`src/rtl/paramul.sv`:
```
// Shared definitions for the 3x3 matrix-vector engine: FSM encoding and
// matrix geometry constants.
package paramul;

  localparam int unsigned MAT_DIM = 3;
  localparam int unsigned N_ELEM  = MAT_DIM * MAT_DIM;

  typedef enum logic [1:0] {
    ST_IDLE  = 2'd0,
    ST_FETCH = 2'd1,
    ST_DRAIN = 2'd2,
    ST_OUT   = 2'd3
  } state_t;

endpackage

```
`src/rtl/mat_vec_engine_if.sv`:
```
// Command, BRAM read port and result handshake of the matrix-vector engine.
// master = environment (issues commands, models BRAM, consumes results),
// slave  = the engine itself.
interface mat_vec_engine_if #(
  parameter int DATA_W = 32,
  parameter int ADDR_W = 10
) ();

  logic                  start;
  logic [ADDR_W-1:0]     base_addr;
  logic [3*DATA_W-1:0]   vec_in;
  logic                  r_en;
  logic [ADDR_W-1:0]     r_addr;
  logic [DATA_W-1:0]     r_data;
  logic                  busy;
  logic [2*DATA_W-1:0]   y_data;
  logic [1:0]            y_idx;
  logic                  y_valid;
  logic                  y_ready;
  logic                  done;

  modport master (
    output start, base_addr, vec_in, r_data, y_ready,
    input  r_en, r_addr, busy, y_data, y_idx, y_valid, done
  );

  modport slave (
    input  start, base_addr, vec_in, r_data, y_ready,
    output r_en, r_addr, busy, y_data, y_idx, y_valid, done
  );

endinterface

```
`src/rtl/mac_unit.sv`:
```
// Multiply-accumulate datapath: sign-extends a matrix word and a vector
// element to 2*DATA_W, multiplies and adds into the selected row
// accumulator. All arithmetic wraps at 2*DATA_W bits.
module mac_unit
  import paramul::*;
#(
  parameter int DATA_W = 32
) (
  input  logic                              clk,
  input  logic                              rst_n,
  input  logic                              clear_i,
  input  logic                              en_i,
  input  logic [1:0]                        row_i,
  input  logic [DATA_W-1:0]                 m_i,
  input  logic [DATA_W-1:0]                 x_i,
  output logic [MAT_DIM-1:0][2*DATA_W-1:0]  acc_o
);

  localparam int AW = 2 * DATA_W;

  logic signed [AW-1:0]        m_ext;
  logic signed [AW-1:0]        x_ext;
  logic signed [AW-1:0]        prod;
  logic [MAT_DIM-1:0][AW-1:0]  acc_q;
  logic [MAT_DIM-1:0][AW-1:0]  acc_d;

  assign m_ext = {{DATA_W{m_i[DATA_W-1]}}, m_i};
  assign x_ext = {{DATA_W{x_i[DATA_W-1]}}, x_i};
  assign prod  = m_ext * x_ext;

  // Next accumulator values: clear wins over accumulate.
  always_comb begin
    acc_d = acc_q;
    if (clear_i) begin
      acc_d = '0;
    end else if (en_i) begin
      for (int r = 0; r < MAT_DIM; r++) begin
        if (row_i == 2'(r)) acc_d[r] = acc_q[r] + prod;
      end
    end
  end

  // Accumulator registers.
  always_ff @(posedge clk or negedge rst_n) begin
    if (!rst_n) acc_q <= '0;
    else        acc_q <= acc_d;
  end

  assign acc_o = acc_q;

endmodule

```
`src/rtl/mat_vec_engine.sv`:
```
// 3x3 matrix x vector engine. Streams nine row-major matrix words out of a
// BRAM, accumulates each row against the latched vector, then hands the
// three row results out over a valid/ready port.
//
//   state | meaning
//   IDLE  | waiting for start
//   FETCH | issuing the nine BRAM reads (r_en high)
//   DRAIN | reads done, waiting for the last word to return
//   OUT   | presenting rows 0..2; accepting row 2 finishes (done pulse)
module mat_vec_engine
  import paramul::*;
#(
  parameter int DATA_W = 32,
  parameter int ADDR_W = 10,
  parameter int RD_LAT = 1
) (
  input  logic               clk,
  input  logic               reset_n,
  mat_vec_engine_if.slave    bus
);

  localparam logic [3:0] LAST_K   = 4'(N_ELEM - 1);
  localparam logic [1:0] LAST_IDX = 2'(MAT_DIM - 1);

  state_t                state_q, state_d;
  logic [ADDR_W-1:0]     base_q, base_d;
  logic [3*DATA_W-1:0]   vec_q, vec_d;
  logic [3:0]            k_q, k_d;
  logic [1:0]            row_q, row_d;
  logic [1:0]            col_q, col_d;
  logic [1:0]            out_q, out_d;
  logic [RD_LAT-1:0]     rd_pipe_q, rd_pipe_d;

  logic                  fetch;
  logic                  word_vld;
  logic                  last_word;
  logic                  accept;
  logic                  done_w;
  logic                  launch;
  logic [DATA_W-1:0]     x_sel;
  logic [2*DATA_W-1:0]   y_data_w;
  logic [MAT_DIM-1:0][2*DATA_W-1:0] acc;

  assign fetch     = (state_q == ST_FETCH);
  assign word_vld  = rd_pipe_q[RD_LAT-1];
  assign last_word = word_vld && (row_q == LAST_IDX) && (col_q == LAST_IDX);
  assign accept    = (state_q == ST_OUT) && bus.y_ready;
  assign done_w    = accept && (out_q == LAST_IDX);
  // A start coinciding with the final accept is taken, so back-to-back
  // operations lose no cycle.
  assign launch    = bus.start && ((state_q == ST_IDLE) || done_w);

  // Read-valid pipeline: marks which cycles carry a requested BRAM word.
  always_comb begin
    rd_pipe_d    = rd_pipe_q;
    rd_pipe_d[0] = fetch;
    for (int i = 1; i < RD_LAT; i++) rd_pipe_d[i] = rd_pipe_q[i-1];
  end

  // Vector element for the column of the word currently returning.
  always_comb begin
    x_sel = vec_q[DATA_W-1:0];
    case (col_q)
      2'd1:    x_sel = vec_q[2*DATA_W-1:DATA_W];
      2'd2:    x_sel = vec_q[3*DATA_W-1:2*DATA_W];
      default: x_sel = vec_q[DATA_W-1:0];
    endcase
  end

  // Next-state, operand latch and row/column/address counter logic.
  always_comb begin
    state_d = state_q;
    base_d  = base_q;
    vec_d   = vec_q;
    k_d     = k_q;
    row_d   = row_q;
    col_d   = col_q;
    out_d   = out_q;

    if (word_vld) begin
      if (col_q == LAST_IDX) begin
        col_d = 2'd0;
        row_d = row_q + 2'd1;
      end else begin
        col_d = col_q + 2'd1;
      end
    end

    case (state_q)
      ST_IDLE: ;
      ST_FETCH: begin
        k_d = k_q + 4'd1;
        if (k_q == LAST_K) state_d = ST_DRAIN;
      end
      ST_DRAIN: begin
        if (last_word) begin
          state_d = ST_OUT;
          out_d   = 2'd0;
        end
      end
      ST_OUT: begin
        if (accept) begin
          if (out_q == LAST_IDX) state_d = ST_IDLE;
          else                   out_d   = out_q + 2'd1;
        end
      end
      default: state_d = ST_IDLE;
    endcase

    if (launch) begin
      state_d = ST_FETCH;
      base_d  = bus.base_addr;
      vec_d   = bus.vec_in;
      k_d     = 4'd0;
      row_d   = 2'd0;
      col_d   = 2'd0;
      out_d   = 2'd0;
    end
  end

  // State and counter registers.
  always_ff @(posedge clk or negedge reset_n) begin
    if (!reset_n) begin
      state_q   <= ST_IDLE;
      base_q    <= '0;
      vec_q     <= '0;
      k_q       <= '0;
      row_q     <= '0;
      col_q     <= '0;
      out_q     <= '0;
      rd_pipe_q <= '0;
    end else begin
      state_q   <= state_d;
      base_q    <= base_d;
      vec_q     <= vec_d;
      k_q       <= k_d;
      row_q     <= row_d;
      col_q     <= col_d;
      out_q     <= out_d;
      rd_pipe_q <= rd_pipe_d;
    end
  end

  mac_unit #(
    .DATA_W (DATA_W)
  ) u_mac (
    .clk     (clk),
    .rst_n   (reset_n),
    .clear_i (launch),
    .en_i    (word_vld),
    .row_i   (row_q),
    .m_i     (bus.r_data),
    .x_i     (x_sel),
    .acc_o   (acc)
  );

  // Result mux: row selected by the output index.
  always_comb begin
    y_data_w = acc[0];
    case (out_q)
      2'd1:    y_data_w = acc[1];
      2'd2:    y_data_w = acc[2];
      default: y_data_w = acc[0];
    endcase
  end

  assign bus.r_en    = fetch;
  assign bus.r_addr  = fetch ? (base_q + ADDR_W'(k_q)) : '0;
  assign bus.busy    = (state_q != ST_IDLE) && !done_w;
  assign bus.y_valid = (state_q == ST_OUT);
  assign bus.y_idx   = out_q;
  assign bus.y_data  = y_data_w;
  assign bus.done    = done_w;

endmodule
```
`src/flat_wrapper.sv`:
```
// flat-port wrapper written by rule: the top's interface ports become plain ports
module mat_vec_engine_flat import paramul::*;
#(
  parameter int DATA_W = 32,
  parameter int ADDR_W = 10,
  parameter int RD_LAT = 1
)
  (clk, reset_n, bus_start, bus_base_addr, bus_vec_in, bus_r_data, bus_y_ready, bus_r_en, bus_r_addr, bus_busy, bus_y_data, bus_y_idx, bus_y_valid, bus_done);
  mat_vec_engine_if #(.DATA_W(DATA_W), .ADDR_W(ADDR_W)) bus_i ();
  input  logic clk;
  input  logic reset_n;
  input wire logic [$bits(bus_i.start)-1:0] bus_start;
  input wire logic [$bits(bus_i.base_addr)-1:0] bus_base_addr;
  input wire logic [$bits(bus_i.vec_in)-1:0] bus_vec_in;
  input wire logic [$bits(bus_i.r_data)-1:0] bus_r_data;
  input wire logic [$bits(bus_i.y_ready)-1:0] bus_y_ready;
  output wire logic [$bits(bus_i.r_en)-1:0] bus_r_en;
  output wire logic [$bits(bus_i.r_addr)-1:0] bus_r_addr;
  output wire logic [$bits(bus_i.busy)-1:0] bus_busy;
  output wire logic [$bits(bus_i.y_data)-1:0] bus_y_data;
  output wire logic [$bits(bus_i.y_idx)-1:0] bus_y_idx;
  output wire logic [$bits(bus_i.y_valid)-1:0] bus_y_valid;
  output wire logic [$bits(bus_i.done)-1:0] bus_done;
  assign bus_i.start = bus_start;
  assign bus_i.base_addr = bus_base_addr;
  assign bus_i.vec_in = bus_vec_in;
  assign bus_i.r_data = bus_r_data;
  assign bus_i.y_ready = bus_y_ready;
  assign bus_r_en = bus_i.r_en;
  assign bus_r_addr = bus_i.r_addr;
  assign bus_busy = bus_i.busy;
  assign bus_y_data = bus_i.y_data;
  assign bus_y_idx = bus_i.y_idx;
  assign bus_y_valid = bus_i.y_valid;
  assign bus_done = bus_i.done;
  mat_vec_engine #(.DATA_W(DATA_W), .ADDR_W(ADDR_W), .RD_LAT(RD_LAT)) u_core (.clk(clk), .reset_n(reset_n), .bus(bus_i));
endmodule
```
`config.mk`:
```
export PLATFORM = sky130hd
export DESIGN_NAME = mat_vec_engine_flat
export DESIGN_NICKNAME = d
export VERILOG_FILES = /design/src/rtl/paramul.sv /design/src/rtl/mat_vec_engine_if.sv /design/src/rtl/mac_unit.sv /design/src/rtl/mat_vec_engine.sv /design/src/flat_wrapper.sv
export SDC_FILE = /design/constraint.sdc
export NUM_CORES = 2
export LEC_CHECK = 0
export CORE_MARGIN = 5
export CORE_UTILIZATION = 49
export CTS_CLUSTER_DIAMETER = 40
export DETAILED_ROUTE_END_ITERATION = 10
export PLACE_DENSITY = 0.7
export REMOVE_ABC_BUFFERS = 1
export SETUP_SLACK_MARGIN = 0.3
export SYNTH_ARGS = -nofsm -noshare
export SYNTH_HDL_FRONTEND = slang
export SYNTH_SLANG_ARGS = --single-unit
```
`constraint.sdc`:
```
create_clock -name clk -period 20.7 [get_ports clk]
set_input_delay 2.07 -clock clk [delete_from_list [all_inputs] [get_ports clk]]
set_output_delay 2.07 -clock clk [all_outputs]
set_load 0.03 [all_outputs]
```
==> Implementation_results.wiki <==
{| class="wikitable"
! Metric !! Value
|-
| Run status || finished, final reports clean
|-
| Crit path max fanout || 60
|-
| Post-Route WL || 182,000 um
|-
| Clock network power share || 0.553
|-
| R2R Path Start || u_core.col_q[0]$_DFFE_PN0P_
|-
| Nets || 8,689
|-
| Weighted congestion reported at the end of routability-driven placement || between 0.9 and 1
|-
| Synthesis-stage register bit count || 311
|-
| Number of buffers added by the clock tree synthesis step || 61
|-
| X dimension of the die || 362 um
|-
| TritonCTS clock tree || built
|-
| Die height || between 300 and 400 um
|-
| Via total after detailed routing || 50,000
|-
| Count of buffer and inverter cells on the critical path || 6
|-
| Relative slew slack || 0.210
|-
| Hold-fix buffers at CTS || 0
|-
| Cell leakage power || approximately 33 nW
|-
| Via count of the first global-routing pass || 52,300
|-
| Clock transition at path regs || about 0.060 ns
|-
| Average routed wire per standard cell || 20.8 um
|-
| Maximum number of pins on one net before global-route repair || 89
|-
| Syn Inst Count || 7,079
|-
| Port bufs || 221
|-
| Core ar. || ~120,000 um2
|-
| Cell chosen for the clock root || clkbuf_16
|-
| Endpoint of the worst-slack reg-to-reg timing path || u_core.u_mac.acc_o[187]$_DFFE_PN0P_
|-
| Filler cell count || 11,400
|-
| Die area || 131,000 um2
|-
| Peak per-stage delay on the critical path || slightly above 0.7 ns
|-
| Register-to-register setup slack || around 7.6 ns
|-
| I/O pins || between 200 and 250
|-
| CP Capture Type || register
|-
| Skew final || approximately 0.032 ns
|-
| Warnings, synthesis || 0
|-
| Total Power Consumption || about 0.0018 W
|-
| Worst hold stages || 2
|-
| Path class of the lowest-slack min-delay path || register to register
|-
| First-pass GRT wire length || 292,000 um
|-
| Insertion delay to the later sink of the worst-skew pair || 0.65 ns
|-
| Clock period minus final worst setup slack || 13.14 ns
|-
| Mean instance size in the synthesized netlist || 8.60 um2
|-
| Data arrival time of the worst path || ~14 ns
|-
| Share of synthesized flip-flops with an asynchronous set or reset || 1.00
|-
| Fraction of layout cells with a size suffix above 1 || 0.0399
|-
| Post-CTS setup-driven buffer insertion count || 0
|-
| Starting utilization of the core area || 0.492
|-
| Register area share after synthesis || 0.128
|-
| Switching Power || between 0.0005 and 0.0006 W
|-
| Total Negative Setup Slacks || 0 ns
|-
| Antenna-violating nets left || 0
|-
| Total gr overflow || 0
|-
| Setup repair after global routing missed its margin || no
|-
| Final Util || 0.538
|-
| Via-to-Cell Ratio || 5.72
|-
| Part of the power in combinational logic || 0.100
|-
| Final setup violating endpoints || 0
|-
| Fraction of power spent switching nets || 0.278
|-
| Placed instance count || about 8,600
|-
| Detail Placement HPWL || 141,000 um
|-
| Number of placement rows || about 130
|-
| Cell type of the slowest stage on the worst timing path || buf_4
|-
| Max-capacitance violation count || 0
|-
| Initial drt markers || 3,722
|-
| Initial antenna violation count || 4
|-
| Most common cell on crit path || fa_1
|-
| Hold Path End || u_core.vec_q[18]$_DFFE_PN0P_
|-
| Number of standard cells in the final layout excluding fillers || between 8,000 and 9,000
|-
| Growth of design area from synthesis to finish || 9.35%
|-
| Post-cts resize count || 0
|-
| Internal power contribution || 0.00133 W
|-
| Peak VDD IR || 0.0000632 V
|-
| Hold Startpoint || u_core.vec_q[18]$_DFFE_PN0P_
|-
| Most used flip-flop cell after synthesis || dfrtp_1
|-
| Actual slew at the worst max-slew pin || 1.18 ns
|-
| Clock tree buffer depth || 3
|-
| Share of total power in sequential cells || 0.347
|-
| Worst setup path category || register to register
|-
| Deepest level of the CTS H-tree || 2
|-
| Startpoint kind of the worst setup timing path || register
|-
| Reg2reg path depth || 42
|-
| Max Freq || roughly 0.076 GHz
|-
| EDFF count, synth || 0
|-
| Share of the cycle needed by the critical path after routing || 0.635
|-
| Power per standard cell area || 27.6 nW/um2
|-
| Total track usage || 0.278
|-
| Total clock sinks || 311
|-
| Total iterations of the first detailed-routing run || 6
|-
| Library cells used by synthesis || 87
|-
| Worst path top cell family by delay || adder cells
|-
| Summed instance area of the synthesized netlist || 60,900 um2
|-
| Launching element of the worst setup path || u_core.col_q[0]$_DFFE_PN0P_
|-
| Final count of pins violating max slew || 0
|-
| Hold Violations, Final || 0
|-
| Number of DRC violations after detailed routing || 0
|-
| Critical path data required time || ~21 ns
|}
-- layer usage --
metal  wire (um)  GRT usage
met2       87500      0.469
met5           0          0
met1       74100      0.369
met3       12800     0.0401
met4        7610     0.0964
-- state kept, by name, summed over array words and instances, names as in the netlist --
signal              count
u_core.u_mac.acc_o    192
u_core.vec_q           96
u_core.base_q          10
u_core.k_q              4
u_core.bus.y_idx        2
u_core.col_q            2
u_core.row_q            2
u_core.state_q          2
u_core.rd_pipe_q        1
-- synth_stat cells, types with 8 or more instances --
master | n | share of area
ha_1 | 401 | 0.082
o21a_1 | 30 | 0.0037
buf_1 | 25 | 0.0015
fa_1 | 1086 | 0.36
inv_1 | 1008 | 0.062
nor2_1 | 220 | 0.014
a22oi_1 | 98 | 0.012
o21ai_1 | 14 | 0.0012
xnor2_1 | 136 | 0.020
o211ai_1 | 19 | 0.0023
a21oi_1 | 424 | 0.035
dfrtp_1 | 311 | 0.13
xor2_1 | 85 | 0.012
a41oi_1 | 8 | 0.0012
nor3_1 | 54 | 0.0044
nor3b_1 | 8 | 0.00099
nand4_1 | 53 | 0.0054
nand2b_1 | 33 | 0.0034
o21bai_1 | 29 | 0.0036
clkbuf_1 | 360 | 0.022
a211oi_1 | 31 | 0.0038
nand2_1 | 1298 | 0.080
nor2b_1 | 108 | 0.011
a21boi_0 | 16 | 0.0020
a31o_2 | 8 | 0.0012
and2_1 | 448 | 0.046
or3_1 | 13 | 0.0013
a31oi_1 | 41 | 0.0042
nand3b_1 | 8 | 0.00099
a21o_1 | 164 | 0.020
a221oi_1 | 8 | 0.0012
nand3_1 | 86 | 0.0071
or2_2 | 19 | 0.0020
o21ai_0 | 237 | 0.019
nor4_1 | 10 | 0.0010
a211o_1 | 10 | 0.0014
and3_1 | 34 | 0.0035
o31ai_1 | 11 | 0.0014
and4_1 | 11 | 0.0016
mux2i_1 | 8 | 0.0013
-- power by group through the flow --
stage	registers, W	clock network [W]	logic, W
after floorplan	0.000642	0	0.0000717
after global placement	0.000646	0	0.000178
after detailed placement	0.000646	0	0.000180
after CTS	0.000636	0.00103	0.000181
after global routing	0.000637	0.00106	0.000197
final	0.000637	0.00102	0.000183
-- placed cells by master (no fill, tap or decap), types with 10 or more instances in the layout --
cell type,n
or2_2,19
and2_1,445
a21o_1,164
o21ai_1,12
inv_1,1008
nand4_1,53
a211o_1,10
o21bai_1,29
clkbuf_16,61
o211ai_1,19
buf_4,88
xor2_1,85
nor4_1,10
a211oi_1,31
and4_1,11
ha_1,397
o21a_1,30
clkbuf_8,10
and3_1,34
xnor2_1,136
nor3_1,54
nand3_1,86
clkdlybuf4s50_1,215
a22oi_1,98
a21boi_0,16
fa_1,1086
a31oi_1,41
a21oi_2,29
nor2_1,220
dfrtp_1,311
o21ai_0,235
nand2_1,1295
nor2b_1,107
nand2b_1,33
or3_1,13
o31ai_1,11
a21oi_1,395
-- final cells by class --
cell class,count,area (um2),area share
clock inverter,35,395,0.00594
antenna,1,2.50,0.0000376
inverter,1008,3780,0.0568
multi-input combinational,5369,48000,0.721
clock buffer,78,1690,0.0254
tap,1637,2050,0.0308
sequential,311,7780,0.117
timing repair buffer,309,2850,0.0429
-- cell families after synthesis --
family,Yosys count,synth area share
AND/OR/NAND/NOR,2423,0.185
adder cells (fa/ha/maj),1487,0.440
buffers and inverters,1399,0.0866
AO/OA/AOI/OAI,1229,0.127
flip-flops,311,0.128
XOR/XNOR,222,0.0323
multiplexers,8,0.00132
-- metrics by stage --
stage               worst slack, ns  cell area [um2]  hold slack (ns)
finish                         7.56            66600            0.473
global route                   6.80            66600            0.482
CTS                            7.75            66600            0.475
detailed placement             7.17            64500            0.463
global placement               7.07            64500            0.458
floorplan                      6.36            59400            0.440
-- worst max-delay path by stage --
stage	endpoint	depth (start not counted)
floorplan	u_core.state_q[1]$_DFFE_PN0P_	6
global placement	u_core.u_mac.acc_o[187]$_DFFE_PN0P_	40
detailed placement	u_core.u_mac.acc_o[187]$_DFFE_PN0P_	39
CTS	u_core.u_mac.acc_o[187]$_DFFE_PN0P_	42
global route	u_core.u_mac.acc_o[187]$_DFFE_PN0P_	42
finish	u_core.u_mac.acc_o[187]$_DFFE_PN0P_	42
-- tightest hold or removal path: stages, from the launching register on --
cell and delay [ns]:
dfrtp_1 0.34, nand2_1 0.05, nand2_1 0.05
Power figures use the tool's default switching activity.
